==> src/rtl/red_reduce.sv <==
// red_reduce: two-stage pipelined byte-reduction unit for the WISC RED instruction.
// Each 16-bit operand is split into two signed bytes. All four bytes are summed
// with full signed precision: stage 1 adds the low lanes and the high lanes
// separately, and stage 2 adds the two partial sums. The 10-bit result is
// sign-extended to 16 bits. The unit accepts one operation per cycle.
module red_reduce #(
  parameter int WIDTH = 16
) (
  input  logic             clk,
  input  logic             rst_n,
  input  logic             in_valid,
  input  logic [WIDTH-1:0] Rs,
  input  logic [WIDTH-1:0] Rt,
  output logic             out_valid,
  output logic [WIDTH-1:0] Rd
);

  // One 4-bit carry-lookahead block. The result is {carry_out, sum[3:0]}.
  function automatic logic [4:0] cla4(input logic [3:0] a, input logic [3:0] b,
                                      input logic cin);
    logic [3:0] g;
    logic [3:0] p;
    logic [4:0] c;
    g    = a & b;
    p    = a ^ b;
    c[0] = cin;
    c[1] = g[0] | (p[0] & cin);
    c[2] = g[1] | (p[1] & g[0]) | (p[1] & p[0] & cin);
    c[3] = g[2] | (p[2] & g[1]) | (p[2] & p[1] & g[0]) | (p[2] & p[1] & p[0] & cin);
    c[4] = g[3] | (p[3] & g[2]) | (p[3] & p[2] & g[1]) | (p[3] & p[2] & p[1] & g[0])
         | (p[3] & p[2] & p[1] & p[0] & cin);
    return {c[4], p ^ c[3:0]};
  endfunction

  // 9-bit adder for two byte values that are already sign-extended.
  // Two CLA blocks cover bits 7:0, and a single sum cell forms the sign bit.
  // No carry leaves bit 8 because the sum of two 9-bit signed bytes cannot overflow.
  function automatic logic [8:0] add9(input logic [8:0] a, input logic [8:0] b);
    logic [4:0] r0;
    logic [4:0] r1;
    r0 = cla4(a[3:0], b[3:0], 1'b0);
    r1 = cla4(a[7:4], b[7:4], r0[4]);
    return {a[8] ^ b[8] ^ r1[4], r1[3:0], r0[3:0]};
  endfunction

  // 10-bit adder for two partial sums that are already sign-extended.
  // Two CLA blocks cover bits 7:0, and a 2-bit lookahead tail covers bits 9:8.
  function automatic logic [9:0] add10(input logic [9:0] a, input logic [9:0] b);
    logic [4:0] r0;
    logic [4:0] r1;
    logic       c9;
    r0 = cla4(a[3:0], b[3:0], 1'b0);
    r1 = cla4(a[7:4], b[7:4], r0[4]);
    c9 = (a[8] & b[8]) | ((a[8] ^ b[8]) & r1[4]);
    return {a[9] ^ b[9] ^ c9, a[8] ^ b[8] ^ r1[4], r1[3:0], r0[3:0]};
  endfunction

  // ---- stage p0: operand lanes, sign-extended to 9 bits ----
  logic signed [8:0] rs_lo_p0, rt_lo_p0, rs_hi_p0, rt_hi_p0;
  logic signed [8:0] lo_sum_p0, hi_sum_p0;

  assign rs_lo_p0  = {Rs[7],  Rs[7:0]};
  assign rt_lo_p0  = {Rt[7],  Rt[7:0]};
  assign rs_hi_p0  = {Rs[15], Rs[15:8]};
  assign rt_hi_p0  = {Rt[15], Rt[15:8]};
  assign lo_sum_p0 = add9(rs_lo_p0, rt_lo_p0);
  assign hi_sum_p0 = add9(rs_hi_p0, rt_hi_p0);

  // ---- stage p1: registered lane sums ----
  logic signed [8:0] lo_sum_p1, hi_sum_p1;
  logic              vld_p1;

  // Stage 1: capture the lane sums only on a valid op. The valid bit is captured every cycle.
  always_ff @(posedge clk or negedge rst_n) begin
    if (!rst_n) begin
      lo_sum_p1 <= '0;
      hi_sum_p1 <= '0;
      vld_p1    <= 1'b0;
    end else begin
      vld_p1 <= in_valid;
      if (in_valid) begin
        lo_sum_p1 <= lo_sum_p0;
        hi_sum_p1 <= hi_sum_p0;
      end
    end
  end

  logic signed [9:0] lo_ext_p1, hi_ext_p1, sum_p1;

  assign lo_ext_p1 = {lo_sum_p1[8], lo_sum_p1};
  assign hi_ext_p1 = {hi_sum_p1[8], hi_sum_p1};
  assign sum_p1    = add10(lo_ext_p1, hi_ext_p1);

  // ---- stage p2: registered sign-extended result ----
  logic signed [WIDTH-1:0] rd_p2;
  logic                    vld_p2;

  // Stage 2: update Rd only when stage 1 held a valid op, so Rd keeps the last result when idle.
  always_ff @(posedge clk or negedge rst_n) begin
    if (!rst_n) begin
      rd_p2  <= '0;
      vld_p2 <= 1'b0;
    end else begin
      vld_p2 <= vld_p1;
      if (vld_p1) begin
        rd_p2 <= {{(WIDTH-10){sum_p1[9]}}, sum_p1};
      end
    end
  end

  assign Rd        = rd_p2;
  assign out_valid = vld_p2;

endmodule

==> config.mk <==
export PLATFORM = sky130hd
export DESIGN_NAME = red_reduce
export DESIGN_NICKNAME = d
export VERILOG_FILES = /design/src/rtl/red_reduce.sv
export SDC_FILE = /design/constraint.sdc
export NUM_CORES = 1
export LEC_CHECK = 0
export ABC_AREA = 1
export CELL_PAD_IN_SITES_DETAIL_PLACEMENT = 2
export CELL_PAD_IN_SITES_GLOBAL_PLACEMENT = 2
export CORE_UTILIZATION = 31
export DETAILED_ROUTE_END_ITERATION = 7
export GPL_TIMING_DRIVEN = 0
export PLACE_DENSITY_LB_ADDON = 0.3
export REMOVE_ABC_BUFFERS = 1
export SLEW_MARGIN = 25
export SYNTH_ARGS = -nofsm -noshare
export SYNTH_HDL_FRONTEND = slang
export SYNTH_SLANG_ARGS = --single-unit
export TNS_END_PERCENT = 10
==> constraint.sdc <==
create_clock -name clk -period 5.1 [get_ports clk]
set_input_delay 0.765 -clock clk [delete_from_list [all_inputs] [get_ports clk]]
set_output_delay 0.765 -clock clk [all_outputs]
set_load 0.03 [all_outputs]
# Word level (Yosys, flattened, before mapping)
# Cells that the tools add are included.
# totals
ff_bits	30
out_inout_bits	17
# op_classes
bitwise_logic	151
# ops
operator	n
1-bit bitwise AND	77
1-bit bitwise OR	49
4-bit XOR	12
4-bit bitwise AND	6
1-bit XOR	7

# Logic depth before layout (Yosys ltp)
# Gate-level depths: netlist (run 1).
# depth
word_depth	10
depth_mapped	12

# Worst setup path after synthesis (run 1)
# OpenSTA, ideal clock, no wires.
# synth_timing
path_type	input to register
startpoint	input Rs[11]
endpoint	register hi_sum_p1[5]
setup_time_ps	135
t_arrival_ps	2011
required_ps	4965
slack_ps	2954
cell_stages	7
path_buffers	0
path_cell_list	ha_1 -> or2_0 -> nand2_1 -> nand2_2 -> fa_1 -> xnor2_1 -> o21ai_0
# synth_between
elab_chain_cells	8
# synth_rtl
element	line	text
start, declared	12	input logic [WIDTH-1:0] Rs,
4-bit XOR	25	p = a ^ b;
1-bit bitwise AND (on tied branches)	--	
1-bit bitwise OR (tied with other cells)	30	c[4] = g[3] | (p[3] & g[2]) | (p[3] & p[2] & g[1]) | (p[3] & p[2] & p[1] & g[0])
1-bit bitwise OR or 1-bit bitwise AND (tied branches)	30	
1-bit bitwise OR *	30	
1-bit bitwise AND *	27	c[1] = g[0] | (p[0] & cin);
1-bit bitwise OR *	27	
4-bit XOR *	32	return {c[4], p ^ c[3:0]};
end signal, assigned	83	hi_sum_p1 <= hi_sum_p0;
end, declared	70	logic signed [8:0] lo_sum_p1, hi_sum_p1;
# Mark *: on every way between the ends. The rest lies on a longest branch, timed or not.
# A chain may end at the register's enable or synchronous reset.

# Worst setup path after layout (run 1)
# Same ends and word-level chain as after synthesis.

==> flow_metrics.tcl, run 1 <==
set metrics [dict create \
    cts_tree "done" \
    die_x_microns 84.3 \
    fin_tns_setup_ns 0 \
    hold_buffers 0 \
    drive_above_1_share_pct 4.33 \
    tightest_slew_ns 0.712 \
    final_common_cell "nand2_1" \
    wire_per_inst_microns 13.8 \
    power_leakage_nw 1.32 \
    post-route-period-util_pct 48.6 \
    grt.overflow.total 0 \
    dp_hpwl_microns 4140 \
    hp-class "flip-flop to flip-flop" \
    slew_violations 0 \
    core_sq_um 6460 \
    cts_root_buffer "clkbuf_8" \
    cp_data_arrival_time_ns 2.61 \
    maxCapViolations 0 \
    postCtsSetupBuffers 0 \
    die-height_microns 84.3 \
    ant_nets 0 \
    routabilityCongestion 0.727 \
    area_delta_synth_final_pct 30.0 \
    yosysWarnings 0 \
    path_class "primary input to flip-flop" \
    grtUsageTotal_pct 16.6 \
    drcViolationCount 10 \
    ir_worst_vdd_uv 93.3 \
    dr.pass1.iters 6 \
    dr.first_iter.drc_count 68 \
    outcome "finished with violations" \
    crit_fanout 3 \
    cts_max_level 2 \
    rsz0062_at_grt "no" \
    ys_seq_area_share_pct 35.8 \
    final_core_util_pct 42.2 \
    grt_start_max_net_pins 31 \
    synth_cell_types 18 \
    wirelength_microns 5200 \
    insertion_delay_ns 0.28 \
    dr_total_vias 1857 \
    netlist_area_sq_um 2100 \
    avgViaCountPerCell 4.93 \
    period_needed_ns 2.48 \
    ys_ff_latch 30 \
    synth_cells 251 \
    antennaDiodeCount 0 \
    num_rows 29 \
    antenna_found_initial 0 \
    num_io_pins 52 \
    worstSetupStartpointType "primary input" \
    io_buffers 51 \
    cp_data_required_time_ns 5.23 \
    hold_violations 0 \
    path_clk_slew_ns 0.06 \
    cts_buffers 5 \
    initial_core_util_pct 32.5 \
    clkSinkCount 30 \
    violations "design-rule violations" \
    cts_resized 0 \
    cts_buffer_depth 2 \
    max-slew-margin-rel_pct 52.5 \
    syn_area_per_cell_sq_um 8.36 \
    setup_viol 0 \
    most-common-layout-cells "nand2_1, clkdlybuf4s50_1, dfrtp_1, ha_1, nand3_1" \
    grt_pass1_wl_microns 9290 \
    nNetsFinal 366 \
    power_density_nw_per_um2 356 \
    finalClockSkew_ns 0.00390 \
    die-area_sq_um 7100 \
    grt_pass1_vias 2033 \
    crit_path_end_kind "flip-flop" \
    whs_ns 0.470 \
    fmax_mhz 403 \
]
[critical path, stage by stage]
cell and delay, ns:
clkdlybuf4s50_1 0.40, ha_1 0.35, or2_0 0.24, nand2_1 0.10, nand2_2 0.09, fa_1 0.39, xnor2_1 0.18, o21ai_0 0.09
[layout make-up]
class	instances	area (sq um)
Clock inverter	1	5.00
Inverter	14	52.6
Clock buffer	7	86.3
Sequential cell	30	751
Fill cell	740	3730
Multi-Input combinational cell	197	1230
Timing Repair Buffer	51	505
Tap cell	77	96.3
[state kept, by name, indices dropped and copies added, names as in the netlist]
name	count
hi_sum_p1	9
vld_p1	1
Rd	10
lo_sum_p1	9
out_valid	1
[worst paths after layout]
path	start	to	slack [ns]	depth (start not counted)
max	Rs[11]	hi_sum_p1[5]	2.62	8
min	Rd[0]	Rd[0]	0.47	2
max reg2reg	lo_sum_p1[3]	Rd[8]	2.93	11
min reg2reg	Rd[0]	Rd[0]	0.47	2
max in group asynchronous	rst_n	Rd[0]	4.14	1
min in group asynchronous	rst_n	lo_sum_p1[0]	0.51	1
[synth_stat cells]
library cell | number | area share (%)
a21oi_1 | 12 | 2.9
and2_1 | 3 | 0.89
buf_2 | 3 | 0.72
buf_4 | 6 | 2.1
clkbuf_1 | 1 | 0.18
dfrtp_1 | 30 | 36
fa_1 | 8 | 7.6
ha_1 | 24 | 14
inv_1 | 14 | 2.5
nand2_1 | 83 | 15
nand2_2 | 5 | 1.5
nand3_1 | 22 | 5.2
nand3b_1 | 3 | 1.1
nand4_1 | 5 | 1.5
nor2_1 | 10 | 1.8
o21ai_0 | 10 | 2.4
or2_0 | 3 | 0.89
xnor2_1 | 9 | 3.8
[cells by family (layout without fill, tap and decap cells)]
group	after synthesis	in the layout	share of synthesized area (%)
AO/OA/AOI/OAI	22	22	5.25
XOR/XNOR	9	9	3.76
adder cells (fa/ha/maj)	32	32	21.9
buffers and inverters	24	73	5.55
flip-flops	30	30	35.8
AND/OR/NAND/NOR	134	134	27.7
[metal layers]
metal	vias up	global-route usage (%)	wire, microns
met5	-	0	0
met1	898	19.9	2260
li1	912	-	-
met3	8	3.05	150
met2	39	29.7	2690
met4	0	5.96	96
[per-stage QoR]
step | cells | cell area (sq um) | worst slack [ns] | total power [mW]
final | 377 | 2730 | 2.62 | 0.970
after global routing | 377 | 2730 | 2.47 | 1.05
after CTS | 377 | 2730 | 2.57 | 0.987
after detailed placement | 369 | 2640 | 2.28 | 0.779
after global placement | 369 | 2640 | 2.36 | 0.760
after floorplan | 241 | 2030 | 2.78 | 0.600
[power breakdown]
| group | internal, mW | leakage [nW] | switching [mW] |
|---|---|---|---|
| Sequential | 0.293 | 0.362 | 0.0385 |
| Clock | 0.109 | 0.0482 | 0.0883 |
| Combinational | 0.192 | 0.910 | 0.249 |
| Total | 0.594 | 1.32 | 0.376 |
(Power assumes the default switching activity.)
==> inputs of run 2 (changes only) <==
--- a/config.mk
+++ b/config.mk
@@ -8,7 +8,7 @@
 export ABC_AREA = 1
 export CELL_PAD_IN_SITES_DETAIL_PLACEMENT = 2
 export CELL_PAD_IN_SITES_GLOBAL_PLACEMENT = 2
-export CORE_UTILIZATION = 31
+export CORE_UTILIZATION = 26
 export DETAILED_ROUTE_END_ITERATION = 7
 export GPL_TIMING_DRIVEN = 0
 export PLACE_DENSITY_LB_ADDON = 0.3
==> constraint.sdc (replaced) <==
create_clock -name clk -period 2.2 [get_ports clk]
set_input_delay 0.33 -clock clk [delete_from_list [all_inputs] [get_ports clk]]
set_output_delay 0.33 -clock clk [all_outputs]
set_load 0.03 [all_outputs]
==> flow_metrics.tcl, run 2 (synthesis results as in run 1) <==
set metrics [dict create \
    outcome "completed" \
    cp_top_family "simple AND/OR/NAND/NOR gates" \
    cp_slowest_cell "fa_1" \
    initial_core_util_pct 27.0 \
    die_x_microns 91.8 \
    cts_buffers 5 \
    use_met1_pct 16.2 \
    cts_root_buffer "clkbuf_8" \
    period_needed_ns 2.05 \
    power_mw 2.24 \
    num_rows 32 \
    use_met3_pct 2.40 \
    max-slew-margin-rel_pct 48.7 \
    ant_nets 0 \
    whs_ns 0.470 \
    ir_worst_vdd_uv 222 \
    die-height_microns 91.8 \
    crit_path_end_kind "flip-flop" \
    finalClockSkew_ns 0.00478 \
    cp_num_buf_inv 0 \
    wirelength_microns 5190 \
    fmax_mhz 487 \
    antenna_found_initial 0 \
    crit_path_cell_trace "ha_4, or2_0, nand2_1, nand2_2, nand2_2, nand2_1, nand2_1, nand2_1, fa_1, nand2_1, nand2_1" \
    drcViolationCount 0 \
    most-common-layout-cells "nand2_1, clkdlybuf4s50_1, dfrtp_1, nand3_1, ha_1" \
    io_buffers 51 \
    cts_buffer_depth 2 \
    cp_data_required_time_ns 2.37 \
    nNetsFinal 368 \
    setup_viol 0 \
    power_leakage_nw 1.33 \
    hold_violations 0 \
    dr.first_iter.drc_count 34 \
    cpMostUsedCell "nand2_1" \
    grtUsageTotal_pct 13.3 \
    dr.pass1.iters 4 \
    core_sq_um 7770 \
    avgViaCountPerCell 4.68 \
    wire_per_inst_microns 12.9 \
    slew_violations 0 \
    cp_data_arrival_time_ns 2.22 \
    grt_use_met2_pct 23.6 \
    die-area_sq_um 8430 \
    grt_busiest_layer "met2" \
    final_common_cell "nand2_1" \
    grt.overflow.total 0 \
    dr_total_vias 1885 \
    routabilityCongestion 0.680 \
    rsz0062_at_grt "no" \
    cts_max_level 2 \
    crit_fanout 3 \
    grt_start_max_net_pins 25 \
    insertion_delay_ns 0.28 \
    worstSetupStartpointType "flip-flop" \
    slowest_delay_ns 0.44 \
    power_density_nw_per_um2 797 \
    path_class "flip-flop to flip-flop" \
    clkSinkCount 30 \
    dp_hpwl_microns 4200 \
    tightest_slew_ns 0.768 \
    grt_pass1_wl_microns 8980 \
    path_clk_slew_ns 0.06 \
    fin_tns_setup_ns 0 \
    cts_tree "done" \
    grt_pass1_vias 1981 \
    largest_reg_flops 10 \
    hp-class "flip-flop to flip-flop" \
    antennaDiodeCount 0 \
    maxCapViolations 0 \
    post-route-period-util_pct 93.3 \
    area_delta_synth_final_pct 33.8 \
    num_io_pins 52 \
    drive_above_1_share_pct 4.65 \
]
==> run 2: cell count changes in the layout (fill, tap and decap cells not counted), sizes merged <==
cell | previous run | this run
buf | 1 | 2
dlygate4sd3 | 0 | 1
clkinv | 1 | 0
==> run 2: final cells by class <==
cell class / instances / area, sq um
Clock buffer: 7 / 76.3
Fill cell: 905 / 4960
Inverter: 14 / 52.6
Multi-Input combinational cell: 197 / 1260
Sequential cell: 30 / 751
Tap cell: 102 / 128
Timing Repair Buffer: 53 / 543
==> run 2: where the power goes <==
| part | switching [mW] | internal, mW | leakage [nW] |
|---|---|---|---|
| sequential | 0.0985 | 0.680 | 0.362 |
| clock | 0.197 | 0.217 | 0.0383 |
| combinational | 0.576 | 0.469 | 0.926 |
| total | 0.871 | 1.37 | 1.33 |
==> run 2: per-stage QoR <==
step | std cells | worst slack, ns | util (%) | area (sq um)
6_report | 403 | 0.147 | 36.1 | 2810
5_1_grt | 403 | 0.0133 | 36.1 | 2810
4_1_cts | 403 | 0.0443 | 35.8 | 2780
3_5_place_dp | 395 | -0.101 | 34.7 | 2700
3_3_place_gp | 394 | -0.0666 | 34.4 | 2670
2_1_floorplan | 241 | 0.273 | - | 2030
==> run 2: routing by layer <==
metal | wire (microns) | vias to the layer above
met5 | 0 | -
met4 | 72 | 0
met3 | 161 | 7
met2 | 2580 | 38
met1 | 2380 | 925
li1 | - | 915
==> run 2: repair_timing <==
| item | 4_1_cts | 5_1_grt |
|---|---|---|
| gates resized for setup | 0 | 3 |
| hold endpoints to repair | 13 | 0 |
| endpoints found under the setup margin | 0 | 2 |
| setup buffers | 0 | 0 |
| hold buffers | 1 | 0 |
==> run 2: worst min-delay path, stage by stage, from the launching register on <==
cell and delay (ns):
dfrtp_1 0.34, nand2_1 0.05, nand2_1 0.04
==> run 2: worst paths after layout <==
kind                       slack [ns]            to         start  depth (start not counted)
max in group asynchronous        1.28         Rd[8]         rst_n                          3
min reg2reg                      0.47         Rd[1]         Rd[1]                          2
max                              0.15         Rd[8]  lo_sum_p1[3]                         11
max reg2reg                      0.15         Rd[8]  lo_sum_p1[3]                         11
min in group asynchronous        0.51  lo_sum_p1[1]         rst_n                          2
min                              0.47         Rd[1]         Rd[1]                          2
